`src/rtl/mult_div_unit.sv`:
```
// mult_div_unit: iterative HI/LO multiply/divide unit.
// MULT/MULTU/DIV/DIVU take 32 busy cycles. Each one works on operand
// magnitudes, and the sign is fixed up on the final edge.
// MTHI/MTLO write HI/LO directly on the accept edge.
module mult_div_unit #(
  parameter int WIDTH = 32
) (
  input  logic             CLK,
  input  logic             rst,
  input  logic             start,
  input  logic [2:0]       op,
  input  logic [WIDTH-1:0] SrcA,
  input  logic [WIDTH-1:0] SrcB,
  output logic [WIDTH-1:0] HI,
  output logic [WIDTH-1:0] LO,
  output logic             busy,
  output logic             done
);

  localparam int CW = $clog2(WIDTH);
  localparam logic [CW-1:0] LAST = CW'(WIDTH - 1);
  localparam logic [CW-1:0] ONE  = CW'(1);

  localparam logic [2:0] OP_MULT  = 3'b000;
  localparam logic [2:0] OP_MULTU = 3'b001;
  localparam logic [2:0] OP_DIV   = 3'b010;
  localparam logic [2:0] OP_DIVU  = 3'b011;
  localparam logic [2:0] OP_MTHI  = 3'b100;
  localparam logic [2:0] OP_MTLO  = 3'b101;

  typedef enum logic [1:0] {
    S_IDLE = 2'd0,
    S_MUL  = 2'd1,
    S_DIV  = 2'd2
  } state_t;

  state_t               r_state;
  state_t               w_next;
  logic [CW-1:0]        r_cnt;
  logic [WIDTH-1:0]     r_a;        // multiplicand magnitude (MUL)
  logic [WIDTH-1:0]     r_b;        // multiplier / divisor magnitude
  logic [2*WIDTH-1:0]   r_acc;      // product, or {remainder, dividend/quotient}
  logic [WIDTH-1:0]     r_a_raw;    // SrcA as captured, returned on divide by zero
  logic                 r_neg_q;    // negate product / quotient at the end
  logic                 r_neg_r;    // negate remainder at the end
  logic                 r_divz;     // divisor was zero
  logic [WIDTH-1:0]     r_hi;
  logic [WIDTH-1:0]     r_lo;
  logic                 r_done;

  logic                 w_signed;
  logic                 w_a_neg;
  logic                 w_b_neg;
  logic [WIDTH-1:0]     w_a_mag;
  logic [WIDTH-1:0]     w_b_mag;
  logic                 w_last;
  logic [2*WIDTH-1:0]   w_mul_acc;
  logic [WIDTH:0]       w_div_top;
  logic [WIDTH-1:0]     w_div_sub;
  logic                 w_div_ge;
  logic [2*WIDTH-1:0]   w_div_acc;
  logic [2*WIDTH-1:0]   w_step;
  logic [2*WIDTH-1:0]   w_prod;
  logic [WIDTH-1:0]     w_quo;
  logic [WIDTH-1:0]     w_rem;
  logic [WIDTH-1:0]     w_res_hi;
  logic [WIDTH-1:0]     w_res_lo;

  assign busy = (r_state != S_IDLE);
  assign done = r_done;
  assign HI   = r_hi;
  assign LO   = r_lo;

  // Operand magnitudes. op[0]=0 selects the signed MULT/DIV variants.
  assign w_signed = ~op[0];
  assign w_a_neg  = w_signed & SrcA[WIDTH-1];
  assign w_b_neg  = w_signed & SrcB[WIDTH-1];
  assign w_a_mag  = w_a_neg ? -SrcA : SrcA;
  assign w_b_mag  = w_b_neg ? -SrcB : SrcB;
  assign w_last   = busy && (r_cnt == LAST);

  // One iteration step for both multiply (shift-add) and divide (restoring).
  always_comb begin
    w_mul_acc = r_acc;
    if (r_b[r_cnt]) begin
      w_mul_acc = r_acc + ({{WIDTH{1'b0}}, r_a} << r_cnt);
    end else begin
      w_mul_acc = r_acc;
    end
    w_div_top = r_acc[2*WIDTH-1:WIDTH-1];
    w_div_ge  = (w_div_top >= {1'b0, r_b});
    w_div_sub = w_div_top[WIDTH-1:0] - r_b;
    if (w_div_ge) begin
      w_div_acc = {w_div_sub, r_acc[WIDTH-2:0], 1'b1};
    end else begin
      w_div_acc = {r_acc[2*WIDTH-2:0], 1'b0};
    end
    if (r_state == S_MUL) begin
      w_step = w_mul_acc;
    end else begin
      w_step = w_div_acc;
    end
  end

  // Final result with sign correction and the divide-by-zero override.
  always_comb begin
    w_prod   = r_neg_q ? -w_step : w_step;
    w_quo    = r_neg_q ? -w_step[WIDTH-1:0] : w_step[WIDTH-1:0];
    w_rem    = r_neg_r ? -w_step[2*WIDTH-1:WIDTH] : w_step[2*WIDTH-1:WIDTH];
    w_res_hi = w_prod[2*WIDTH-1:WIDTH];
    w_res_lo = w_prod[WIDTH-1:0];
    if (r_state == S_DIV) begin
      if (r_divz) begin
        w_res_hi = r_a_raw;
        w_res_lo = {WIDTH{1'b1}};
      end else begin
        w_res_hi = w_rem;
        w_res_lo = w_quo;
      end
    end else begin
      w_res_hi = w_prod[2*WIDTH-1:WIDTH];
      w_res_lo = w_prod[WIDTH-1:0];
    end
  end

  // FSM next state: leave IDLE only on an accepted mult/div, return after the last step.
  always_comb begin
    w_next = r_state;
    case (r_state)
      S_IDLE: begin
        if (start) begin
          case (op)
            OP_MULT, OP_MULTU: w_next = S_MUL;
            OP_DIV,  OP_DIVU:  w_next = S_DIV;
            default:           w_next = S_IDLE;
          endcase
        end else begin
          w_next = S_IDLE;
        end
      end
      S_MUL, S_DIV: begin
        if (r_cnt == LAST) begin
          w_next = S_IDLE;
        end else begin
          w_next = r_state;
        end
      end
      default: w_next = S_IDLE;
    endcase
  end

  // FSM state register with synchronous active-low reset.
  always_ff @(posedge CLK) begin
    if (!rst) begin
      r_state <= S_IDLE;
    end else begin
      r_state <= w_next;
    end
  end

  // Datapath: operand capture, iteration, HI/LO update and done pulse.
  always_ff @(posedge CLK) begin
    if (!rst) begin
      r_cnt   <= '0;
      r_a     <= '0;
      r_b     <= '0;
      r_acc   <= '0;
      r_a_raw <= '0;
      r_neg_q <= 1'b0;
      r_neg_r <= 1'b0;
      r_divz  <= 1'b0;
      r_hi    <= '0;
      r_lo    <= '0;
      r_done  <= 1'b0;
    end else begin
      r_done <= 1'b0;
      if (r_state == S_IDLE) begin
        if (start) begin
          case (op)
            OP_MULT, OP_MULTU, OP_DIV, OP_DIVU: begin
              r_cnt   <= '0;
              r_a     <= w_a_mag;
              r_b     <= w_b_mag;
              r_a_raw <= SrcA;
              r_neg_q <= w_a_neg ^ w_b_neg;
              r_neg_r <= w_a_neg;
              r_divz  <= (SrcB == {WIDTH{1'b0}});
              if (op[1]) begin
                r_acc <= {{WIDTH{1'b0}}, w_a_mag};
              end else begin
                r_acc <= '0;
              end
            end
            OP_MTHI: r_hi <= SrcA;
            OP_MTLO: r_lo <= SrcA;
            default: ;
          endcase
        end
      end else begin
        r_acc <= w_step;
        if (w_last) begin
          r_cnt  <= '0;
          r_hi   <= w_res_hi;
          r_lo   <= w_res_lo;
          r_done <= 1'b1;
        end else begin
          r_cnt  <= r_cnt + ONE;
        end
      end
    end
  end

endmodule

```
`config.mk`:
```
export PLATFORM = sky130hd
export DESIGN_NAME = mult_div_unit
export DESIGN_NICKNAME = d
export VERILOG_FILES = /design/src/rtl/mult_div_unit.sv
export SDC_FILE = /design/constraint.sdc
export NUM_CORES = 1
export LEC_CHECK = 0
export CELL_PAD_IN_SITES_DETAIL_PLACEMENT = 0
export CELL_PAD_IN_SITES_GLOBAL_PLACEMENT = 1
export CORE_MARGIN = 3
export CORE_UTILIZATION = 49
export DETAILED_ROUTE_END_ITERATION = 8
export GPL_TIMING_DRIVEN = 0
export PLACE_DENSITY_LB_ADDON = 0.12
export SKIP_CTS_REPAIR_TIMING = 1
export SYNTH_ARGS = -nofsm -noshare
export SYNTH_HDL_FRONTEND = slang
export SYNTH_SLANG_ARGS = --single-unit
```
`constraint.sdc`:
```
create_clock -name CLK -period 13.2 [get_ports CLK]
set_clock_uncertainty 0.15 [all_clocks]
set_input_delay 2.64 -clock CLK [delete_from_list [all_inputs] [get_ports CLK]]
set_output_delay 2.64 -clock CLK [all_outputs]
set_load 0.05 [all_outputs]
```
# After elaboration in Yosys (flattened, before gate mapping)
# Index checks and enable logic that the tools add are counted.
[totals]
reg_bits = 235
input_bits = 70
output_inout_bits = 66
word_cells = 91
[op_classes]
n_addsub = 8
magnitude_cmp = 2
n_eq_ne = 13
shift = 1
muxes = 35
bitwise = 5
reduce_logical = 15
[ops]
columns = ["operator", "n"]
rows = [
  ["2-to-1 mux 32 bit", 17],
  ["2-to-1 mux 64 bit", 7],
  ["negation 32 bit", 4],
  ["adder 64 bit", 1],
  ["negation 64 bit", 1],
  ["<< shifter 32 x 5 -> 64 bit", 1],
  [">= comparator 33 x 32 -> 1 bit", 1],
  ["logical NOT 32 bit", 1],
  ["subtractor 32 bit", 1],
  ["2-to-1 mux 5 bit", 4],
  ["AND reduction 3 bit", 3],
  ["case mux 2 bit (2 select lines)", 2],
  ["OR reduction 2 bit", 4],
  ["equality test 3 x 2 -> 1 bit, second input constant", 2],
  ["equality test 3 bit, second input constant", 2],
  ["< comparator 5 x 6 -> 1 bit, second input constant", 1],
  ["!= test 2 x 1 -> 1 bit, second input constant", 3],
  ["adder 5 x 1 -> 5 bit, second input constant", 1],
  ["binary-select mux 1 bit (select 5 bit)", 1],
  ["equality test 5 bit, second input constant", 1],
  ["2-to-1 mux 2 bit", 2],
  ["!= test 2 bit, second input constant", 2],
  ["nonzero test 2 bit", 2],
  ["OR reduction 4 bit", 1],
  ["other kinds (11)", 14],
]

# Longest topological paths before layout
# Gate-level depths: netlist (run 1).
[depth]
ltp_word = 10
depth_mapped = 28
ltp_nobuf = 24

# Worst setup path before layout (run 1)
# No wires, ideal clock.
[synth_timing]
path_kind = "flip-flop to flip-flop"
startpoint = "register r_cnt[0]"
endpoint = "register r_hi[24], in the netlist HI[24]"
setup_ns = 0.088
t_arrival_ns = 6.580
required_ns = 12.962
path_slack_ns = 6.382
path_stages_with_launch = 27
path_buffers = 5
synth_period_minus_slack_ns = 6.818
cell_sequence = "dfxtp_1 buf_6 buf_1 clkbuf_1 mux2i_1 mux2i_1 mux2_2 o22ai_1 ha_1 clkbuf_1 nand2_1 o21ai_0 a21o_1 a21oi_1 a211oi_1 or3_1 a31oi_1 ha_1 inv_1 a221o_1 or3_4 or4_1 buf_2 or3_4 o31ai_4 xnor2_1 a311oi_2"
[synth_via]
elab_chain_len = 10
word_cells_on_any_way = 18
classes_between = "3 x add/sub; 1 x eq/ne; 1 x shift; 10 x mux; 3 x reduce/logical"
[synth_rtl]
columns = ["item", "line_no", "source"]
rows = [
  ["from (decl)", "39", "logic [CW-1:0] r_cnt;"],
  ["from (signal assigned)", "207", "r_cnt <= r_cnt + ONE;"],
  ["<< shifter 32 x 5 -> 64 bit or binary-select mux 1 bit (select 5 bit) (tied branches)", "86, 85", ""],
  ["adder 64 bit or 2-to-1 mux 1 bit (tied branches)", "86, 85", ""],
  ["2-to-1 mux 64 bit", "85", "if (r_b[r_cnt]) begin"],
  ["2-to-1 mux 64 bit", "98", "if (r_state == S_MUL) begin"],
  ["negation 32 bit", "109", "w_rem = r_neg_r ? -w_step[2*WIDTH-1:WIDTH] : w_step[2*WIDTH-1:WIDTH];"],
  ["2-to-1 mux 32 bit", "109", ""],
  ["2-to-1 mux 32 bit", "113", "if (r_divz) begin"],
  ["2-to-1 mux 32 bit", "112", "if (r_state == S_DIV) begin"],
  ["2-to-1 mux 32 bit", "201", "if (w_last) begin"],
  ["2-to-1 mux 32 bit", "177", "if (r_state == S_IDLE) begin"],
  ["to (signal assigned)", "194", "OP_MTHI: r_hi <= SrcA;"],
  ["to (signal assigned)", "203", "r_hi <= w_res_hi;"],
  ["to (decl)", "47", "logic [WIDTH-1:0] r_hi;"],
]
# Parallel ways exist; a longest one is shown, timed or not. The select of a mux whose other input is x is not followed.
# A chain may end at the register's enable or synchronous reset.

# Worst setup path after layout (run 1)
[layout_timing]
startpoint = "register r_cnt[1]"
endpoint = "register r_hi[25], in the netlist HI[25]"
# Same word-level chain as after synthesis.

==> reports/metrics.cfg, run 1 <==
[run_status]
status = complete, no violations

[power_and_ir_drop]
internal_power_mw = 1.54
power_leakage_nw = 9.27
clkPwrFrac_pct = 28.4
p_sw_share_pct = 43.7
p_per_area_nw_per_um2 = 103
combPwrFrac_pct = 42.4
pwr-share-seq_pct = 29.2
switching_power_mw = 1.19
peakVddDrop_v = 0.000115
finalPower_mw = 2.73

[sta]
period_share_pct = 71.9
fmax_mhz = 105
min_period_ns = 9.49
fin_hold_ws_ns = 0.308
layout_setup_ws_ns = 3.71
finalMaxSlewViolations = 0
rsz0062_at_grt = no
setup_viol = 0
finalSetupTns_ns = 0
hold_viol_final = 0
slew_headroom_pct = 8.20
worst_pin_slew_ns = 1.37

[route]
vias_per_cell = 7.19
routedWlPerCell_um = 29.9
dr.pass1.iters = 8
drt_wl_total_mm = 121
via_count = 29200
drtIter0Drc = 4713
drc = 0
ant_nets = 0

[cells_and_area]
finalNonFillerCells = 4063
final.fill_count = 4617
n_antenna_cell = 0
drive_gt1_share_pct = 5.61
final_nets = 3613
syn_to_final_growth_pct = 12.7
final_area_um2 = 26400
fin_util_pct = 56.3

[grt]
grt_pass1_vias = 26500
grt_max_degree = 15
overflow = 0
antenna_found_initial = 2
grt_pass1_wl_mm = 172
grtUsageTotal_pct = 45.5

[synth]
yosysTopAreaCell = dfxtp_1
synth.yosys.warnings = 0
synth_nets = 3452
synth_top_family_by_area = compound AO/OA/AOI/OAI gates
ys_seq_elements = 234
yosys.area_share.adder_pct = 5.72
synth_common_cells = 370 x nor2_1, 362 x nand2_1, 297 x a21oi_1
synth_top_area_share_pct = 20.0
synth.yosys.seq_area_share_pct = 20.0
synth_area_leaders = dfxtp_1 20%, a21oi_1 6.3%, nor2_1 5.9%
synth_area_um2 = 23500
synth-main-ff-cell = dfxtp_1
yosysMostFrequentCell = nor2_1
synthXorXnorAreaFrac_pct = 6.38
synth.distinct_cells = 101
synth_compound_area_share_pct = 31.4
synth-simple-area-share_pct = 23.5
ys_async_sr_fraction_pct = 0
synth_area_per_cell_um2 = 7.16
synth_edf_count = 0
syn_inst = 3276
synth.area.mux_share_pct = 7.59

[floorplanning]
num_rows = 79
core_area_um2 = 47000
die_y_um = 225
pin_count = 136
die_w_um = 225
die_area_um2 = 50500
start_util_pct = 50.0

[cts]
clock-root-buffer = clkbuf_16
htreeDepth = 1
cts_buffer_depth = 3
cts_made_buffers = 25
cts_sinks = 234
clkLatencyLatePin_ns = 0.58
cts_tree = built
clk_pin_slew_ns = 0.07

[critical_path]
r2r-start = r_cnt[1]$_SDFFE_PN0P_
start_kind = register
rr_worst_depth = 24
crit_required_ns = 13.52
cp.arrival_ns = 9.81
cp-end-kind = register
reg2reg_to = HI[25]$_SDFFE_PN0P_
crit_fanout = 10
worst-r2r-setup-slack_ns = 3.71
critPathKind = register to register

[min_path]
min_from = r_a_raw[12]$_SDFFE_PN0P_
min_path_type = register to register
whs_path_depth = 2
min_to = r_a_raw[12]$_SDFFE_PN0P_

[placement]
dp_cells = 4015
hpwl_mm = 97.7
gp_congestion = 1.12
numPortBuffers = 132
place_ws_ns = 4.24
postPlaceCellArea_um2 = 25500

[job]
cap_viol_max_count = 0

## per-layer routing
metal | share of wire, % | GRT usage (%) | wire (um) | vias to the layer above
li1 | - | - | - | 12600
met1 | 38 | 59.8 | 45700 | 13700
met2 | 41 | 67.1 | 49200 | 2462
met3 | 14 | 12.5 | 17600 | 507
met4 | 7.3 | 26.1 | 8910 | 4
met5 | 0.019 | 0 | 23 | -
## flip-flops by register name, summed over array words and instances, names as in the netlist
| register | flops |
|---|---|
| r_acc | 64 |
| r_state | 2 |
| LO | 32 |
| done | 1 |
| r_neg_r | 1 |
| r_neg_q | 1 |
| r_b | 32 |
| r_a | 32 |
| HI | 32 |
| r_a_raw | 31 |
| r_divz | 1 |
| r_cnt | 5 |
## critical path: stages, from the launching register on
cell       delay [ns]
dfxtp_1          0.43
buf_6            0.19
buf_2            0.30
buf_1            0.52
clkbuf_1         0.51
mux4_2           0.41
mux2i_1          0.30
mux2_2           0.27
o22ai_1          0.09
ha_1             0.29
clkbuf_1         0.37
nand4_1          0.29
or3_1            0.46
or3_1            0.39
a211oi_1         0.60
o311ai_0         0.51
a21o_1           0.31
and3_1           0.27
a2111oi_2        0.75
nand2_1          0.20
clkbuf_1         0.33
or3b_1           0.45
nor3_1           0.32
mux2_2           0.38
a211oi_1         0.27
## power by group through the flow
| stage | clock (mW) | combinational, mW | sequential, mW |
|---|---|---|---|
| final | 0.774 | 1.16 | 0.798 |
| after global routing | 0.794 | 1.20 | 0.798 |
| after CTS | 0.768 | 1.09 | 0.792 |
| after detailed placement | 0 | 1.08 | 0.807 |
| after global placement | 0 | 1.07 | 0.806 |
| after floorplan | 0 | 0.688 | 0.805 |
## cell families (layout without fill, tap and decap cells)
logic type,Yosys count,count (layout)
flops,234,234
simple gates,1180,1180
mux,146,146
buf+inv,317,497
compound gates,1122,1122
fa+ha+maj,106,106
xor+xnor,171,171
## final cells by class
type	count	area [um^2]	share of cell area (%)
Buffer	235	968	3.66
Clock buffer	31	708	2.68
Clock inverter	15	173	0.653
Inverter	82	308	1.16
Multi-Input combinational cell	2725	17500	66.2
Sequential cell	234	4680	17.7
Tap cell	607	759	2.87
Timing Repair Buffer	134	1330	5.05
## placed cells by master (no fill, tap or decap), types with 25 or more instances in the layout
master           count
a21o_1              38
xnor2_1            109
inv_1               75
clkdlybuf4s50_1    132
and2_1              28
or3_1               37
clkbuf_1           184
xor2_1              62
mux2i_1             89
dfxtp_1            234
o22ai_1             28
o221ai_1            28
buf_1               27
nand3_1             83
nor3_1              72
a211oi_1            94
a21oi_1            297
o211ai_1            50
ha_1               104
clkbuf_16           25
a22oi_1             30
nor4_1              27
nand4_1             54
nor2_1             370
a31oi_1             50
nand2_1            362
mux2_2              35
o21ai_0            247
o31ai_1             44
## worst max-delay path by stage
stage | from | slack [ns] | end
2_1_floorplan | r_cnt[0]$_SDFFE_PN0P_ | 6.38 | HI[24]$_SDFFE_PN0P_
3_3_place_gp | r_cnt[1]$_SDFFE_PN0P_ | 4.24 | HI[25]$_SDFFE_PN0P_
3_5_place_dp | r_cnt[1]$_SDFFE_PN0P_ | 4.24 | HI[25]$_SDFFE_PN0P_
4_1_cts | r_cnt[1]$_SDFFE_PN0P_ | 4.20 | HI[25]$_SDFFE_PN0P_
5_1_grt | r_cnt[0]$_SDFFE_PN0P_ | 3.46 | HI[21]$_SDFFE_PN0P_
6_report | r_cnt[1]$_SDFFE_PN0P_ | 3.71 | HI[25]$_SDFFE_PN0P_
Power figures use the tool's default switching activity.
==> run 2, diff against run 1 <==
--- a/config.mk
+++ b/config.mk
@@ -8,7 +8,7 @@
 export CELL_PAD_IN_SITES_DETAIL_PLACEMENT = 0
 export CELL_PAD_IN_SITES_GLOBAL_PLACEMENT = 1
 export CORE_MARGIN = 3
-export CORE_UTILIZATION = 49
+export CORE_UTILIZATION = 45
 export DETAILED_ROUTE_END_ITERATION = 8
 export GPL_TIMING_DRIVEN = 0
 export PLACE_DENSITY_LB_ADDON = 0.12
==> constraint.sdc (replaced) <==
create_clock -name CLK -period 9.4 [get_ports CLK]
set_clock_uncertainty 0.15 [all_clocks]
set_input_delay 1.88 -clock CLK [delete_from_list [all_inputs] [get_ports CLK]]
set_output_delay 1.88 -clock CLK [all_outputs]
set_load 0.05 [all_outputs]
==> run 2 against run 1 <==
- wire length increased by 2.9%
- fmax increased by 4.5%
- core utilization decreased by 4.8 points
- worst setup slack got worse by 3.4 ns
- sequential share of layout area about the same
- largest power group unchanged
==> reports/metrics.cfg, run 2 (same netlist as run 1, synthesis figures left out) <==
[sta]
slew_headroom_pct = 4.74
finalMaxSlewViolations = 0
hold_viol_final = 0
fmax_mhz = 110
worst_pin_slew_ns = 1.43
setup_viol = 0
finalSetupTns_ns = 0
rsz0062_at_grt = no
period_share_pct = 96.7
min_period_ns = 9.09

[cts]
clkLatencyLatePin_ns = 0.56
cts_made_buffers = 24
clock-root-buffer = clkbuf_16
htreeDepth = 1
cts_tree = built
cts_buffer_depth = 3
clk_pin_slew_ns = 0.07
cts_sinks = 234

[critical_path]
cp-end-kind = register
crit_required_ns = 9.73
start_kind = register
crit_fanout = 10
cp.arrival_ns = 9.42
critPathKind = register to register

[route]
ant_nets = 0
vias_per_cell = 7.00
drc = 0
routedWlPerCell_um = 30.2
drt_wl_total_mm = 125
drtIter0Drc = 4580
dr.pass1.iters = 6
via_count = 29000

[placement]
gp_congestion = 1.12
hpwl_mm = 102
numPortBuffers = 132

[floorplanning]
die_y_um = 234
die_w_um = 234
die_area_um2 = 54900
start_util_pct = 45.6
num_rows = 83
core_area_um2 = 51400
pin_count = 136

[grt]
grt_max_degree = 16
grt_pass1_wl_mm = 178
grt_pass1_vias = 26300
grtUsageTotal_pct = 43.9
overflow = 0
antenna_found_initial = 1

[power_and_ir_drop]
power_leakage_nw = 9.24
pwr-share-seq_pct = 29.4
finalPower_mw = 3.80
peakVddDrop_v = 0.000127
combPwrFrac_pct = 43.5
switching_power_mw = 1.68
internal_power_mw = 2.12
clkPwrFrac_pct = 27.0
p_sw_share_pct = 44.1
p_per_area_nw_per_um2 = 143

[cells_and_area]
syn_to_final_growth_pct = 12.9
regMostFlops = r_acc
final.fill_count = 5170
layout_common_cells = 370 x nor2_1, 362 x nand2_1, 297 x a21oi_1
n_antenna_cell = 0
final_common_cell = nor2_1
final_nets = 3614
drive_gt1_share_pct = 5.56
largest_register_ffs = 64

[run_status]
status = complete, no violations

[job]
cap_viol_max_count = 0

[min_path]
min_path_type = register to register

-- run 2: changes by cell type in the layout (fill, tap and decap cells not counted), moves of 2 or more --
cell	previous run	this run
nor3_1	72	70
nor3_2	2	4
clkbuf_1	184	187
inv_6	3	0
clkbuf_8	6	2
buf_4	1	3
-- run 2: final cells by class --
cell class / count / area [um^2] / share of cell area, %
plain buffers: 235 / 968 / 3.66
clock buffers: 30 / 664 / 2.51
clock inverters: 13 / 153 / 0.576
inverters: 82 / 308 / 1.16
multi-input cells: 2725 / 17500 / 66.1
flip-flops and latches: 234 / 4680 / 17.7
well taps: 680 / 851 / 3.21
repair buffers: 136 / 1350 / 5.10
-- run 2: final timing paths --
check | to | from | slack [ns] | cells past startpoint
setup reg to reg | HI[22]$_SDFFE_PN0P_ | r_cnt[1]$_SDFFE_PN0P_ | 0.31 | 23
setup / recovery | HI[22]$_SDFFE_PN0P_ | r_cnt[1]$_SDFFE_PN0P_ | 0.31 | 23
hold reg to reg | r_a_raw[12]$_SDFFE_PN0P_ | r_a_raw[12]$_SDFFE_PN0P_ | 0.31 | 2
hold / removal | r_a_raw[12]$_SDFFE_PN0P_ | r_a_raw[12]$_SDFFE_PN0P_ | 0.31 | 2
-- run 2: power by group through the flow --
| stage | Sequential [mW] | Combinational [mW] | Clock [mW] |
|---|---|---|---|
| final | 1.12 | 1.65 | 1.03 |
| after floorplan | 1.13 | 0.966 | 0 |
| after global routing | 1.12 | 1.73 | 1.06 |
| after CTS | 1.11 | 1.57 | 1.02 |
| after global placement | 1.13 | 1.55 | 0 |
| after detailed placement | 1.13 | 1.55 | 0 |
-- run 2: through the flow --
step                utilization, %  setup WS (ns)  hold slack, ns  cells  instance area [um^2]
finish                        51.5          0.313           0.310   4135                 26500
floorplan                        -           2.58           0.282   3276                 23500
detailed placement            49.9          0.217           0.298   4089                 25600
global placement              49.9          0.211           0.294   4088                 25600
global route                  51.5         0.0283           0.325   4135                 26500
CTS                           51.5          0.166           0.307   4132                 26500
-- run 2: per-layer routing --
metal / global-route usage (%) / part of all wire, %
met1: 59.4 / 40
met2: 65.2 / 41
met3: 9.73 / 12
met4: 22.8 / 6.6
met5: 0 / 0
-- run 2: critical path, stage by stage (launching register included) --
cell and delay [ns]:
dfxtp_1 0.34, buf_6 0.17, buf_2 0.30, buf_1 0.50
clkbuf_1 0.47, mux4_2 0.41, mux2i_1 0.29, mux2_2 0.30
o22ai_1 0.15, ha_1 0.31, clkbuf_1 0.32, nand4_1 0.27
or3_1 0.44, or3_1 0.36, a211oi_1 0.46, o311ai_0 0.50
a21o_1 0.32, and3_1 0.25, a2111oi_2 0.61, nand3_1 0.59
or4b_1 0.77, nor3_1 0.23, mux2i_1 0.22, and4_1 0.24
